## src/rtl/ex_div_pkg.sv

```systemverilog
// ex_div_pkg: shared constants for the EX-stage divider and its decode.
//   - Divider FSM state codes (2-bit, legacy encoding).
//   - Result-ready and start/stop level names used between EX and the divider.
//   - Width of the combined {HI, LO} result bus.
//   - ALU op codes that EX decodes into start_i / signed_div_i.
package ex_div_pkg;

  typedef logic [1:0] div_state_t;

  localparam div_state_t DIV_FREE    = 2'b00;
  localparam div_state_t DIV_BY_ZERO = 2'b01;
  localparam div_state_t DIV_ON      = 2'b10;
  localparam div_state_t DIV_END     = 2'b11;

  localparam logic DIV_RESULT_READY     = 1'b1;
  localparam logic DIV_RESULT_NOT_READY = 1'b0;
  localparam logic DIV_START            = 1'b1;
  localparam logic DIV_STOP             = 1'b0;

  localparam int DOUBLE_REG_BUS_W = 64;

  localparam logic [7:0] EXE_DIV_OP  = 8'b0001_1010;
  localparam logic [7:0] EXE_DIVU_OP = 8'b0001_1011;

endpackage

```

## src/rtl/ex_div.sv

```systemverilog
// ex_div: multi-cycle radix-2 restoring divider used by the EX stage for
// DIV / DIVU. EX stalls the pipeline (stallreq = start_i & ~ready_o) while
// the divider iterates one quotient bit per cycle.
// Ports:
//   clk           clock, all state updates on posedge
//   rst           synchronous active-high reset, overrides everything
//   signed_div_i  1 = signed DIV, 0 = unsigned DIVU
//   opdata1_i     dividend
//   opdata2_i     divisor
//   start_i       request, held by EX until ready_o is observed
//   annul_i       abort an operation in progress (flush / exception)
//   result_o      {HI = remainder, LO = quotient}, registered
//   ready_o       result valid, registered
import ex_div_pkg::*;

module ex_div #(
  parameter int WIDTH = 32
) (
  input  logic               clk,
  input  logic               rst,
  input  logic               signed_div_i,
  input  logic [WIDTH-1:0]   opdata1_i,
  input  logic [WIDTH-1:0]   opdata2_i,
  input  logic               start_i,
  input  logic               annul_i,
  output logic [2*WIDTH-1:0] result_o,
  output logic               ready_o
);

  localparam int CW = $clog2(WIDTH) + 1;
  localparam logic [CW-1:0] CNT_LAST = CW'(WIDTH);
  localparam logic [CW-1:0] CNT_ONE  = CW'(1);

  div_state_t          state_r;
  logic [CW-1:0]       cnt_r;
  logic [2*WIDTH:0]    dividend_r;   // {partial remainder, dividend/quotient, spare}
  logic [WIDTH-1:0]    divisor_r;    // magnitude of the divisor
  logic                quo_neg_r;    // quotient must be negated at the end
  logic                rem_neg_r;    // remainder must be negated at the end

  logic [WIDTH-1:0]    op1_abs_s;
  logic [WIDTH-1:0]    op2_abs_s;
  logic [WIDTH:0]      minuend_s;
  logic [2*WIDTH:0]    dividend_next_s;
  logic [WIDTH-1:0]    quo_fix_s;
  logic [WIDTH-1:0]    rem_fix_s;

  // Operand magnitudes, one restoring-division step, and final sign fix-up.
  always_comb begin
    op1_abs_s       = opdata1_i;
    op2_abs_s       = opdata2_i;
    minuend_s       = dividend_r[2*WIDTH:WIDTH] - {1'b0, divisor_r};
    dividend_next_s = dividend_r;
    quo_fix_s       = dividend_r[WIDTH-1:0];
    rem_fix_s       = dividend_r[2*WIDTH:WIDTH+1];

    if (signed_div_i && opdata1_i[WIDTH-1]) begin
      op1_abs_s = ~opdata1_i + {{(WIDTH-1){1'b0}}, 1'b1};
    end else begin
      op1_abs_s = opdata1_i;
    end

    if (signed_div_i && opdata2_i[WIDTH-1]) begin
      op2_abs_s = ~opdata2_i + {{(WIDTH-1){1'b0}}, 1'b1};
    end else begin
      op2_abs_s = opdata2_i;
    end

    // A borrow out of the subtract means the divisor did not fit: shift only.
    if (minuend_s[WIDTH]) begin
      dividend_next_s = {dividend_r[2*WIDTH-1:0], 1'b0};
    end else begin
      dividend_next_s = {minuend_s[WIDTH-1:0], dividend_r[WIDTH-1:0], 1'b1};
    end

    if (quo_neg_r) begin
      quo_fix_s = ~dividend_r[WIDTH-1:0] + {{(WIDTH-1){1'b0}}, 1'b1};
    end else begin
      quo_fix_s = dividend_r[WIDTH-1:0];
    end

    if (rem_neg_r) begin
      rem_fix_s = ~dividend_r[2*WIDTH:WIDTH+1] + {{(WIDTH-1){1'b0}}, 1'b1};
    end else begin
      rem_fix_s = dividend_r[2*WIDTH:WIDTH+1];
    end
  end

  // Divider FSM, iteration datapath and registered result/ready.
  always_ff @(posedge clk) begin
    if (rst) begin
      state_r    <= DIV_FREE;
      cnt_r      <= {CW{1'b0}};
      dividend_r <= {(2*WIDTH+1){1'b0}};
      divisor_r  <= {WIDTH{1'b0}};
      quo_neg_r  <= 1'b0;
      rem_neg_r  <= 1'b0;
      result_o   <= {(2*WIDTH){1'b0}};
      ready_o    <= DIV_RESULT_NOT_READY;
    end else begin
      case (state_r)
        DIV_FREE: begin
          result_o <= {(2*WIDTH){1'b0}};
          ready_o  <= DIV_RESULT_NOT_READY;
          if ((start_i == DIV_START) && !annul_i) begin
            cnt_r      <= {CW{1'b0}};
            divisor_r  <= op2_abs_s;
            dividend_r <= {{WIDTH{1'b0}}, op1_abs_s, 1'b0};
            quo_neg_r  <= signed_div_i & (opdata1_i[WIDTH-1] ^ opdata2_i[WIDTH-1]);
            rem_neg_r  <= signed_div_i & opdata1_i[WIDTH-1];
            if (opdata2_i == {WIDTH{1'b0}}) begin
              state_r <= DIV_BY_ZERO;
            end else begin
              state_r <= DIV_ON;
            end
          end else begin
            state_r <= DIV_FREE;
          end
        end
        DIV_BY_ZERO: begin
          state_r  <= DIV_END;
          result_o <= {(2*WIDTH){1'b0}};
          ready_o  <= DIV_RESULT_READY;
        end
        DIV_ON: begin
          if (annul_i) begin
            state_r <= DIV_FREE;
            cnt_r   <= {CW{1'b0}};
            ready_o <= DIV_RESULT_NOT_READY;
          end else if (cnt_r != CNT_LAST) begin
            dividend_r <= dividend_next_s;
            cnt_r      <= cnt_r + CNT_ONE;
          end else begin
            result_o <= {rem_fix_s, quo_fix_s};
            ready_o  <= DIV_RESULT_READY;
            state_r  <= DIV_END;
            cnt_r    <= {CW{1'b0}};
          end
        end
        DIV_END: begin
          // Result is held until EX drops the request; no bypass to a new op.
          if (start_i == DIV_STOP) begin
            state_r  <= DIV_FREE;
            result_o <= {(2*WIDTH){1'b0}};
            ready_o  <= DIV_RESULT_NOT_READY;
          end else begin
            state_r <= DIV_END;
          end
        end
        default: begin
          state_r  <= DIV_FREE;
          cnt_r    <= {CW{1'b0}};
          result_o <= {(2*WIDTH){1'b0}};
          ready_o  <= DIV_RESULT_NOT_READY;
        end
      endcase
    end
  end

endmodule

```

## config.mk

```make
export PLATFORM = sky130hd
export DESIGN_NAME = ex_div
export DESIGN_NICKNAME = d
export VERILOG_FILES = /design/src/rtl/ex_div_pkg.sv /design/src/rtl/ex_div.sv
export SDC_FILE = /design/constraint.sdc
export NUM_CORES = 1
export LEC_CHECK = 0
export CORE_ASPECT_RATIO = 0.75
export CORE_MARGIN = 2
export CORE_UTILIZATION = 55
export DETAILED_ROUTE_END_ITERATION = 7
export HOLD_SLACK_MARGIN = 0.08
export PLACE_DENSITY = 0.8
export RECOVER_POWER = 50
export SETUP_SLACK_MARGIN = 0.2
export SLEW_MARGIN = 20
export SYNTH_ARGS = -nofsm -noshare
export SYNTH_HDL_FRONTEND = slang
export SYNTH_SLANG_ARGS = --single-unit
```

## constraint.sdc

```tcl
create_clock -name clk -period 3.9 [get_ports clk]
set_input_delay 0.39 -clock clk [delete_from_list [all_inputs] [get_ports clk]]
set_output_delay 0.39 -clock clk [all_outputs]
set_load 0.02 [all_outputs]
```

# Word-level counts from Yosys, hierarchy flattened
# Index checks and enable logic that the tools add are counted.
dict set report totals {
  reg_bits 172
  latch_bits 0
  ramBits 0
  mem_bits_ro 0
  in_bits 69
  n_memories 0
}
dict set report classes {
  addsub 6
  n_mul 0
  n_div 0
  magnitude_cmp 0
  n_eq_ne 10
  shifts 0
  n_mux 27
  bitwise_logic 7
  reduce_logical 13
}
# operator count
set op_table {}
lappend op_table {{$mux W65} 4}
lappend op_table {{$mux W64} 3}
lappend op_table {{$pmux W64 S3} 1}
lappend op_table {{$pmux W65 S2} 1}
lappend op_table {{$add A32 B1 Y32 const B} 4}
lappend op_table {{$mux W32} 4}
lappend op_table {{$not A32 Y32} 4}
lappend op_table {{$sub A33 B32 Y33} 1}
lappend op_table {{$logic_not A32 Y1} 1}
lappend op_table {{$mux W6} 3}
lappend op_table {{$pmux W6 S2} 1}
lappend op_table {{$mux W2} 5}
lappend op_table {{$ne A2 B2 Y1 const B} 5}
lappend op_table {{$pmux W2 S4} 1}
lappend op_table {{$add A6 B1 Y6 const B} 1}
lappend op_table {{$ne A6 B6 Y1 const B} 1}
lappend op_table {{$reduce_and A2 Y1} 3}
lappend op_table {{$eq A2 B2 Y1 const B} 2}
lappend op_table {{$pmux W1 S4} 1}
lappend op_table {{$reduce_and A4 Y1} 1}
lappend op_table {{$logic_and A1 B1 Y1} 3}
lappend op_table {{$mux W1} 3}
lappend op_table {{$ne A3 B3 Y1 const B} 1}
lappend op_table {{$reduce_and A3 Y1} 1}
lappend op_table {{other kinds (7)} 8}

# Depth between registers and ports, before layout
# Gate-level depths: netlist of run 1.
dict set report depth {
  depth_word 6
  mapped_depth 12
  depth_no_buf 11
}

# Worst setup path after synthesis of run 1
# OpenSTA, ideal clock, no wires.
dict set report synth_timing {
  path_type {register to register}
  start {reg divisor_r[22]}
  end {reg dividend_r[35]}
  setup_ns 0.083
  arrival_ns 3.058
  path_slack_ns 0.759
  stages_incl_launch_ff 13
  period_less_slack_ns 3.141
  path_cell_list {dfxtp_1 > inv_1 > ha_1 > clkbuf_1 > and3_1 > and2_1 > a2111oi_0 > o21ai_0 > or3_1 > a221oi_4 > nand2_1 > clkbuf_1 > o221ai_1}
}
dict set report synth_via {
  elab_chain_cells 5
}
# element line
set synth_rtl {}
lappend synth_rtl {{start, declared} ex_div.sv:37} ;# logic [WIDTH-1:0] divisor_r;
lappend synth_rtl {{start signal, assigned} ex_div.sv:95} ;# divisor_r <= {WIDTH{1'b0}};
lappend synth_rtl {{start signal, assigned} ex_div.sv:107} ;# divisor_r <= op2_abs_s;
lappend synth_rtl {{$sub A33 B32 Y33} ex_div.sv:52} ;# minuend_s = dividend_r[2*WIDTH:WIDTH] - {1'b0, divisor_r};
lappend synth_rtl {{$mux W65} ex_div.sv:70} ;# if (minuend_s[WIDTH]) begin
lappend synth_rtl {{$mux W65} ex_div.sv:130} ;# end else if (cnt_r != CNT_LAST) begin
lappend synth_rtl {{$mux W65} ex_div.sv:126} ;# if (annul_i) begin
lappend synth_rtl {{$pmux W65 S2} ex_div.sv:101} ;# case (state_r)
lappend synth_rtl {{end signal, assigned} ex_div.sv:94} ;# dividend_r <= {(2*WIDTH+1){1'b0}};
lappend synth_rtl {{end signal, assigned} ex_div.sv:108} ;# dividend_r <= {{WIDTH{1'b0}}, op1_abs_s, 1'b0};
lappend synth_rtl {{end signal, assigned} ex_div.sv:131} ;# dividend_r <= dividend_next_s;
lappend synth_rtl {{end, declared} ex_div.sv:36} ;# logic [2*WIDTH:0] dividend_r;
# No other way between the ends. The select of a mux whose other input is x is not followed.
# A chain may end at the register's enable or synchronous reset.

# Final worst setup path of run 1
dict set report layout_timing {
  start {reg dividend_r[35]}
  end {reg dividend_r[46]}
}
dict set report layout_via {
  elab_chain_cells 5
}
# element line
set layout_rtl {}
lappend layout_rtl {{$sub A33 B32 Y33} ex_div.sv:52}
lappend layout_rtl {{$mux W65} ex_div.sv:70}
lappend layout_rtl {{$mux W65} ex_div.sv:130}
lappend layout_rtl {{$mux W65} ex_div.sv:126}
lappend layout_rtl {{$pmux W65 S2} ex_div.sv:101}
# No other way between the ends. The select of a mux whose other input is x is not followed.

==> results of run 1 <==
cell usage after synthesis, types with 4 or more instances:
| library cell | instances |
|---|---|
| a211oi_1 | 29 |
| a21o_1 | 12 |
| a21oi_1 | 92 |
| a22o_1 | 5 |
| a22oi_1 | 36 |
| a311oi_1 | 4 |
| a31oi_1 | 6 |
| and2_1 | 6 |
| and3_1 | 11 |
| buf_1 | 4 |
| clkbuf_1 | 69 |
| dfxtp_1 | 172 |
| ha_1 | 42 |
| inv_1 | 53 |
| mux2i_1 | 17 |
| nand2_1 | 221 |
| nand2b_1 | 10 |
| nand3_1 | 12 |
| nand4_1 | 5 |
| nor2_1 | 135 |
| nor2b_1 | 10 |
| nor3_1 | 22 |
| nor4_1 | 5 |
| o21a_1 | 5 |
| o21ai_0 | 120 |
| o21bai_1 | 4 |
| o221ai_1 | 17 |
| o31ai_1 | 26 |
| o41ai_1 | 16 |
| or2_2 | 9 |
| or3_1 | 16 |
| or4_1 | 15 |
| xnor2_1 | 72 |
| xor2_1 | 79 |
power breakdown:
part | internal [mW] | switching, mW
Sequential | 1.81 | 0.0736
Clock | 0.981 | 0.822
Combinational | 0.355 | 0.526
Total | 3.15 | 1.42
sequential cells by signal, indices dropped and copies added (netlist names):
| register | flops |
|---|---|
| dividend_r | 65 |
| result_o | 64 |
| rem_neg_r | 1 |
| divisor_r | 32 |
| cnt_r | 6 |
| ready_o | 1 |
| state_r | 2 |
| quo_neg_r | 1 |
worst max-delay path by stage:
stage	from	endpoint	slack (ns)	cells past startpoint
2_1_floorplan	divisor_r[22]	dividend_r[35]	0.76	12
3_3_place_gp	opdata2_i[2]	divisor_r[29]	0.49	8
3_5_place_dp	opdata2_i[2]	divisor_r[29]	0.41	8
4_1_cts	dividend_r[35]	dividend_r[46]	0.47	10
5_1_grt	divisor_r[17]	dividend_r[42]	0.17	11
6_report	dividend_r[35]	dividend_r[46]	0.42	10
cells in the final DEF, fill, tap and decap left out, types with 6 or more instances in the layout:
| cell | n |
|---|---|
| a31oi_1 | 6 |
| or3_1 | 16 |
| a211oi_1 | 29 |
| nand2_1 | 221 |
| a21o_1 | 12 |
| a22oi_1 | 36 |
| mux2i_1 | 17 |
| clkdlybuf4s50_1 | 67 |
| o41ai_1 | 16 |
| dfxtp_1 | 172 |
| or2_2 | 9 |
| xnor2_1 | 72 |
| inv_1 | 53 |
| o31ai_1 | 26 |
| nor2_1 | 134 |
| nor3_1 | 21 |
| clkbuf_16 | 17 |
| dlygate4sd3_1 | 65 |
| o221ai_1 | 17 |
| or4_1 | 15 |
| nand2b_1 | 10 |
| ha_1 | 42 |
| nor2b_1 | 9 |
| nand3_1 | 12 |
| and3_1 | 11 |
| and2_1 | 6 |
| buf_4 | 20 |
| xor2_1 | 79 |
| o21ai_0 | 120 |
| a21oi_1 | 92 |
critical path, cell delays in order (launching register included):
cell      delay, ns
dfxtp_1        0.53
ha_1           0.36
o211ai_1       0.21
a21oi_1        0.10
o41a_1         0.44
o211a_1        0.26
or3_1          0.39
a221oi_4       0.30
buf_4          0.38
mux2i_1        0.27
o21ai_0        0.11
cell type report:
cell class	count	area share
Clock buffer	17	0.0329
Timing Repair Buffer	156	0.115
Inverter	53	0.0154
Multi-Input combinational cell	1106	0.530
Sequential cell	172	0.266
Tap cell	253	0.0245
Clock inverter	15	0.0156
per-layer routing:
metal / global-route usage / vias to the layer above / part of all wire
met3: 0.0500 / 21 / 0.096
met5: 0 / - / 0
li1: - / 5169 / -
met1: 0.468 / 4870 / 0.51
met4: 0.0532 / 0 / 0.0082
met2: 0.376 / 485 / 0.38
cells by family after synthesis:
group	share of synthesized area
and+or+nand+nor	0.208
muxes	0.0168
adders and majority gates	0.0506
buffers and inverters	0.0448
DFF	0.319
xor gates and xnor gates	0.123
AOI/OAI and AO/OA	0.238
==> flow_summary.json, run 1 <==
{
  "status": "finished, violations left",
  "failed_checks": "max-capacitance violations, max-slew violations",
  "slew_viol_final": 49,
  "fin_util": 0.671,
  "wire_per_inst_um": 17.1,
  "path_max_fanout": 25,
  "period_needed_ns": 3.48,
  "synth-edff-count": 0,
  "setup_viol": 0,
  "drtPass1Iterations": 5,
  "root_buffer": "clkbuf_16",
  "worstHoldPathCells": 2,
  "p_leak_nw": 5.07,
  "drc": 0,
  "vias_per_cell": 5.95,
  "min_to": "result_o[61]",
  "worstPathRequired_ns": 4.20,
  "htree_levels": 4,
  "fin_crit_sh": 0.893,
  "syn_avg_cell_area_um2": 7.67,
  "register_area_mm2": 0.00344,
  "slew_headroom": -0.0430,
  "worstSetupEndpointType": "register",
  "skew_ns": 0.0169,
  "final_antenna_net_count": 0,
  "rows": 44,
  "tightest_slew_ns": 1.56,
  "reg2reg_depth": 10,
  "ctsResizeCount": 0,
  "whs_ns": 0.446,
  "r2r-start": "dividend_r[35]",
  "worstSkewPairLatency_ns": 0.44,
  "arrival_ns": 3.78,
  "fp.dieH_um": 125,
  "wl_mm": 30.4,
  "critical_path_class": "register to register",
  "total_power_mw": 4.57,
  "power_density_mw_per_mm2": 353,
  "synthFlopType": "dfxtp_1",
  "nets": 1618,
  "die_x_um": 166,
  "worst_hold_startpoint": "result_o[61]",
  "io_buffers": 133,
  "multi_input_area_mm2": 0.00686,
  "final_layout_size_suffix_gt1_frac": 0.0527,
  "drt-initial-drc-count": 1367,
  "fillers": 1666,
  "design_area_mm2": 0.0129,
  "yosysTopAreaCell": "dfxtp_1",
  "dp_hpwl_mm": 22.7,
  "grt_use_total": 0.284,
  "peakVddDrop_mv": 0.235,
  "finalSetupTns_ns": 0,
  "fmax_mhz": 287,
  "maxCapViolations": 1,
  "fin_cells": 1772,
  "overflow": 0,
  "yosys_warnings": 0,
  "dp_worst_setup_slack_ns": 0.411,
  "cts.sinks": 172,
  "initial_core_util": 0.559,
  "synth_top_area_frac": 0.319,
  "grt_first_pass_wirelength_mm": 48.4,
  "worst_slack_ns": 0.419,
  "synth_area_leaders": "dfxtp_1, nand2_1, xor2_1",
  "via_count": 10545,
  "coreArea_mm2": 0.0193,
  "cts_made_buffers": 17,
  "grt_start_max_net_pins": 87,
  "clk_pin_slew_ns": 0.07,
  "antennaDiodeCount": 0,
  "async_flop_share": 0,
  "synthCells": 1406,
  "hold_viol": 0,
  "reg2reg_to": "dividend_r[46]",
  "top_level_ports": 134,
  "rsz0062_at_grt": "true",
  "syn_area_mm2": 0.0108,
  "cts_hold_buf": 0,
  "placed_cells": 1740,
  "place_area_mm2": 0.0123,
  "antenna_found_initial": 0,
  "grt_pass1_vias": 9196,
  "globalplace.congestion": 0.975,
  "clockBufferDepth": 2,
  "area.growth.synth_to_final_pct": 20.0,
  "min_path_type": "register to register",
  "tritoncts": "built",
  "synth-seq-area-share": 0.319,
  "die_area_mm2": 0.0207,
  "post-cts-setup-buffers": 0,
  "ff2ff_setup_slack_ns": 0.42,
  "cp-start-kind": "register",
  "synth.net_count": 1518,
  "synth_seq_cells": 172,
  "yosys.cell_types.count": 62
}
Power figures use the tool's default switching activity.
==> run 2, diff against run 1 <==
CELL_PAD_IN_SITES_DETAIL_PLACEMENT = 0   (was default)
CELL_PAD_IN_SITES_GLOBAL_PLACEMENT = 1   (was default)
CORE_UTILIZATION = 42   (was 55)
PLACE_DENSITY = 0.84   (was 0.8)
==> flow_summary.json, run 2 (same netlist as run 1, synthesis figures left out) <==
{
  "path_max_fanout": 17,
  "wl_met1_mm": 16.7,
  "fmax_mhz": 291,
  "grt_start_max_net_pins": 67,
  "worstPathRequired_ns": 4.19,
  "arrival_ns": 3.73,
  "dp_hpwl_mm": 23.5,
  "skew_ns": 0.0194,
  "antenna_found_initial": 0,
  "rows": 50,
  "failed_checks": "max-capacitance violations, max-slew violations",
  "peakVddDrop_mv": 0.303,
  "ctsResizeCount": 0,
  "maxCapViolations": 3,
  "worstSkewPairLatency_ns": 0.44,
  "overflow": 0,
  "grt_pass1_vias": 9398,
  "root_buffer": "clkbuf_16",
  "antennaDiodeCount": 0,
  "largest_reg_flops": 65,
  "final_antenna_net_count": 0,
  "tritoncts": "built",
  "drt-initial-drc-count": 809,
  "met2WireLength_mm": 11.5,
  "period_needed_ns": 3.44,
  "hold_viol": 0,
  "clk_pin_slew_ns": 0.07,
  "final_common_cell": "nand2_1",
  "clockBufferDepth": 2,
  "grt_use_total": 0.228,
  "fillers": 2481,
  "wl_mm": 30.4,
  "initial_core_util": 0.430,
  "fp.dieH_um": 143,
  "cp-start-kind": "register",
  "rsz0062_at_grt": "false",
  "slew_viol_final": 86,
  "top_level_ports": 134,
  "worstSetupEndpointType": "register",
  "critical_path_class": "register to register",
  "cts_hold_buf": 0,
  "fin_util": 0.522,
  "io_buffers": 133,
  "wl_met3_mm": 2.01,
  "final_cell_mix": "nand2_1, dfxtp_1, nor2_1",
  "cts_made_buffers": 17,
  "largest-register": "dividend_r",
  "setup_viol": 0,
  "area.growth.synth_to_final_pct": 21.5,
  "fin_crit_sh": 0.881,
  "htree_levels": 4,
  "vias_per_cell": 5.48,
  "die_area_mm2": 0.0270,
  "drtPass1Iterations": 5,
  "slew_headroom": -0.231,
  "cts.sinks": 172,
  "die_x_um": 189,
  "finalSetupTns_ns": 0,
  "wire_per_inst_um": 16.3,
  "tightest_slew_ns": 1.85,
  "final_layout_size_suffix_gt1_frac": 0.0569,
  "p_leak_nw": 5.11,
  "reg.largest.list": "dividend_r (65), result_o (64), divisor_r (32)",
  "min_path_type": "primary input to register",
  "globalplace.congestion": 0.979,
  "post-cts-setup-buffers": 0,
  "top_layer": "met4",
  "grt_first_pass_wirelength_mm": 50.1,
  "drc": 0,
  "coreArea_mm2": 0.0251,
  "nets": 1628,
  "via_count": 10231,
  "status": "finished, violations left",
  "power_density_mw_per_mm2": 340
}
[run 2: cell count changes in the layout (fill, tap and decap cells not counted), sizes merged]
cell      before  now
inv           59   60
bufinv         2    0
buf           20   30
clkinvlp       2    0
clkinv         5    8
[run 2: layer usage]
layer  global-route usage  vias to the layer above
li1                     -                     5188
met1                0.372                     4702
met2                0.304                      322
met3               0.0418                       19
met4               0.0374                        0
met5                    0                        -
[run 2: path summary, 6_finish.rpt]
kind | from | endpoint | slack (ns) | cells after the start
setup reg to reg | dividend_r[52] | dividend_r[45] | 0.46 | 10
setup / recovery | dividend_r[52] | dividend_r[45] | 0.46 | 10
hold / removal | rst | result_o[14] | 0.41 | 2
hold reg to reg | result_o[61] | result_o[61] | 0.45 | 2
[run 2: area by class of cell]
cell class | instances | area, um2 | area share
Clock inverter | 15 | 168 | 0.0128
Tap cell | 338 | 423 | 0.0323
Multi-Input combinational cell | 1106 | 6870 | 0.524
Clock buffer | 17 | 425 | 0.0325
Sequential cell | 172 | 3440 | 0.263
Timing Repair Buffer | 166 | 1570 | 0.120
Inverter | 53 | 199 | 0.0152
[run 2: stage by stage]
step	power [mW]	setup WS (ns)	instances	hold WS, ns	instance area [um2]
finish	4.46	0.463	1867	0.410	13100
global route	4.68	0.208	1867	0.427	13100
CTS	4.49	0.443	1867	0.408	13100
detailed placement	2.79	0.434	1835	0.443	12500
global placement	2.79	0.568	1835	0.436	12500
floorplan	2.49	0.759	1406	0.432	10800
[run 2: worst max-delay path, stage by stage, from the launching register on]
cell and delay (ns):
dfxtp_1 0.50, ha_1 0.34, and3_1 0.23, and2_1 0.18
a2111oi_0 0.34, o21ai_0 0.20, or3_1 0.47, a221oi_4 0.48
buf_12 0.23, mux2i_1 0.22, o21ai_0 0.10
[run 2: report_power, final]
group | internal [mW] | switching [mW] | total [mW]
clock | 0.863 | 0.836 | 1.70
combinational | 0.362 | 0.524 | 0.886
sequential | 1.81 | 0.0624 | 1.87
==> run 3, diff against run 2 <==
CORE_UTILIZATION = 38   (was 42)
PLACE_DENSITY = 0.8   (was 0.84)
clock period = 3.02 ns   (was 3.9 ns; I/O delays follow)
==> flow_summary.json, run 3 (same netlist as run 1, synthesis figures left out) <==
{
  "skew_ns": 0.0200,
  "worst_slack_ns": 0.0167,
  "critical_path_class": "register to register",
  "area.growth.synth_to_final_pct": 34.1,
  "largest_reg_flops": 65,
  "antennaDiodeCount": 0,
  "io_buffers": 133,
  "coreArea_mm2": 0.0280,
  "wl_mm": 34.1,
  "largest-register": "dividend_r",
  "rows": 53,
  "htree_levels": 4,
  "min_to": "result_o[6]",
  "tightest_slew_ns": 1.01,
  "overflow": 0,
  "reg2reg_depth": 12,
  "total_power_mw": 5.94,
  "r2r-start": "divisor_r[3]",
  "ff2ff_setup_slack_ns": 0.02,
  "globalplace.congestion": 0.949,
  "setup_viol": 0,
  "power_density_mw_per_mm2": 411,
  "wire_per_inst_um": 16.9,
  "min_path_type": "primary input to register",
  "status": "finished, final reports clean",
  "worstSetupEndpointType": "register",
  "die_area_mm2": 0.0297,
  "via_count": 10725,
  "grt_use_total": 0.224,
  "fin_util": 0.516,
  "die_x_um": 198,
  "dp_worst_setup_slack_ns": -0.114,
  "reg2reg_to": "dividend_r[48]",
  "drc": 0,
  "drt-initial-drc-count": 850,
  "grt_pass1_vias": 9308,
  "worstHoldPathCells": 2,
  "clockBufferDepth": 2,
  "whs_ns": 0.319,
  "cts.sinks": 172,
  "arrival_ns": 3.30,
  "rsz0062_at_grt": "true",
  "hold_viol": 0,
  "fmax_mhz": 333,
  "fin_crit_sh": 0.994,
  "design_area_mm2": 0.0145,
  "cts_made_buffers": 17,
  "worstSkewPairLatency_ns": 0.44,
  "root_buffer": "clkbuf_16",
  "place_area_mm2": 0.0135,
  "p_leak_nw": 5.75,
  "path_max_fanout": 8,
  "worstPathRequired_ns": 3.31,
  "peakVddDrop_mv": 0.387,
  "initial_core_util": 0.385,
  "cp-start-kind": "register",
  "antenna_found_initial": 0,
  "final_common_cell": "nand2_1",
  "slew_viol_final": 0,
  "slew_headroom": 0.327,
  "clk_pin_slew_ns": 0.07,
  "worst_hold_startpoint": "rst",
  "grt_first_pass_wirelength_mm": 52.6,
  "reg.largest.list": "dividend_r (65), result_o (64), divisor_r (32)",
  "drtPass1Iterations": 6,
  "vias_per_cell": 5.29,
  "grt_start_max_net_pins": 64,
  "final_cell_mix": "nand2_1, dfxtp_1, nor2_1",
  "tritoncts": "built",
  "top_level_ports": 134,
  "period_needed_ns": 3.00,
  "dp_hpwl_mm": 26.4,
  "maxCapViolations": 0,
  "nets": 1740,
  "fp.dieH_um": 150,
  "final_layout_size_suffix_gt1_frac": 0.162,
  "final_antenna_net_count": 0
}
## run 3: cell count changes in the layout (fill, tap and decap cells not counted), moves of 7 or more
cell	before	now
dfxtp_1	172	156
o221ai_2	0	15
ha_1	41	33
o21ai_0	120	100
buf_4	29	130
o221ai_1	17	1
ha_4	0	7
dfxtp_2	0	16
o21ai_1	2	18
## run 3: repair_timing
item,4_1_cts,5_1_grt
gates cloned,0,3
endpoints found under the setup margin,36,52
gates resized for setup,26,35
setup buffers,9,5
hold buffers,0,0
pin swaps,6,11
endpoints found under the hold margin,0,0
## run 3: worst max path at each step
stage / from / to / slack (ns) / depth (start not counted)
after floorplan: dividend_r[6] / result_o[29] / 0.13 / 8
after global placement: opdata2_i[2] / divisor_r[29] / -0.08 / 8
after detailed placement: opdata2_i[2] / divisor_r[29] / -0.11 / 8
after CTS: divisor_r[0] / dividend_r[51] / 0.07 / 12
after global routing: dividend_r[32] / dividend_r[48] / -0.06 / 13
final: divisor_r[3] / dividend_r[48] / 0.02 / 12
## run 3: stage by stage
step	cells	setup TNS [ns]
floorplan	1406	0
global placement	1977	-0.187
detailed placement	1977	-0.611
CTS	2018	0
global route	2026	-0.141
finish	2026	0
## run 3: per-layer routing
layer	track usage	wire [um]
met1	0.386	18700
met2	0.274	12500
met3	0.0394	2700
met4	0.0396	223
met5	0	0
## run 3: final cells by class
cell class	instances	area [um2]
fill	2718	13500
clock buffer	22	464
timing repair buffer	278	2500
inverter	53	199
tap	385	482
sequential	172	3460
multi-input combinational	1106	7240
clock inverter	10	106
## run 3: report_power, final
group          total (mW)  internal (mW)  switching, mW
Sequential           2.43           2.34         0.0900
Combinational        1.34          0.586          0.755
Clock                2.16           1.20          0.965
Total                5.94           4.13           1.81
## run 3: critical path: stages (launching register included)
cell,delay (ns)
dfxtp_2,0.34
inv_2,0.06
ha_4,0.23
o211ai_1,0.22
a21oi_2,0.08
o41a_1,0.37
o211a_1,0.27
or3_4,0.41
a221oi_4,0.28
buf_12,0.19
buf_4,0.12
mux2i_1,0.21
o21ai_1,0.09
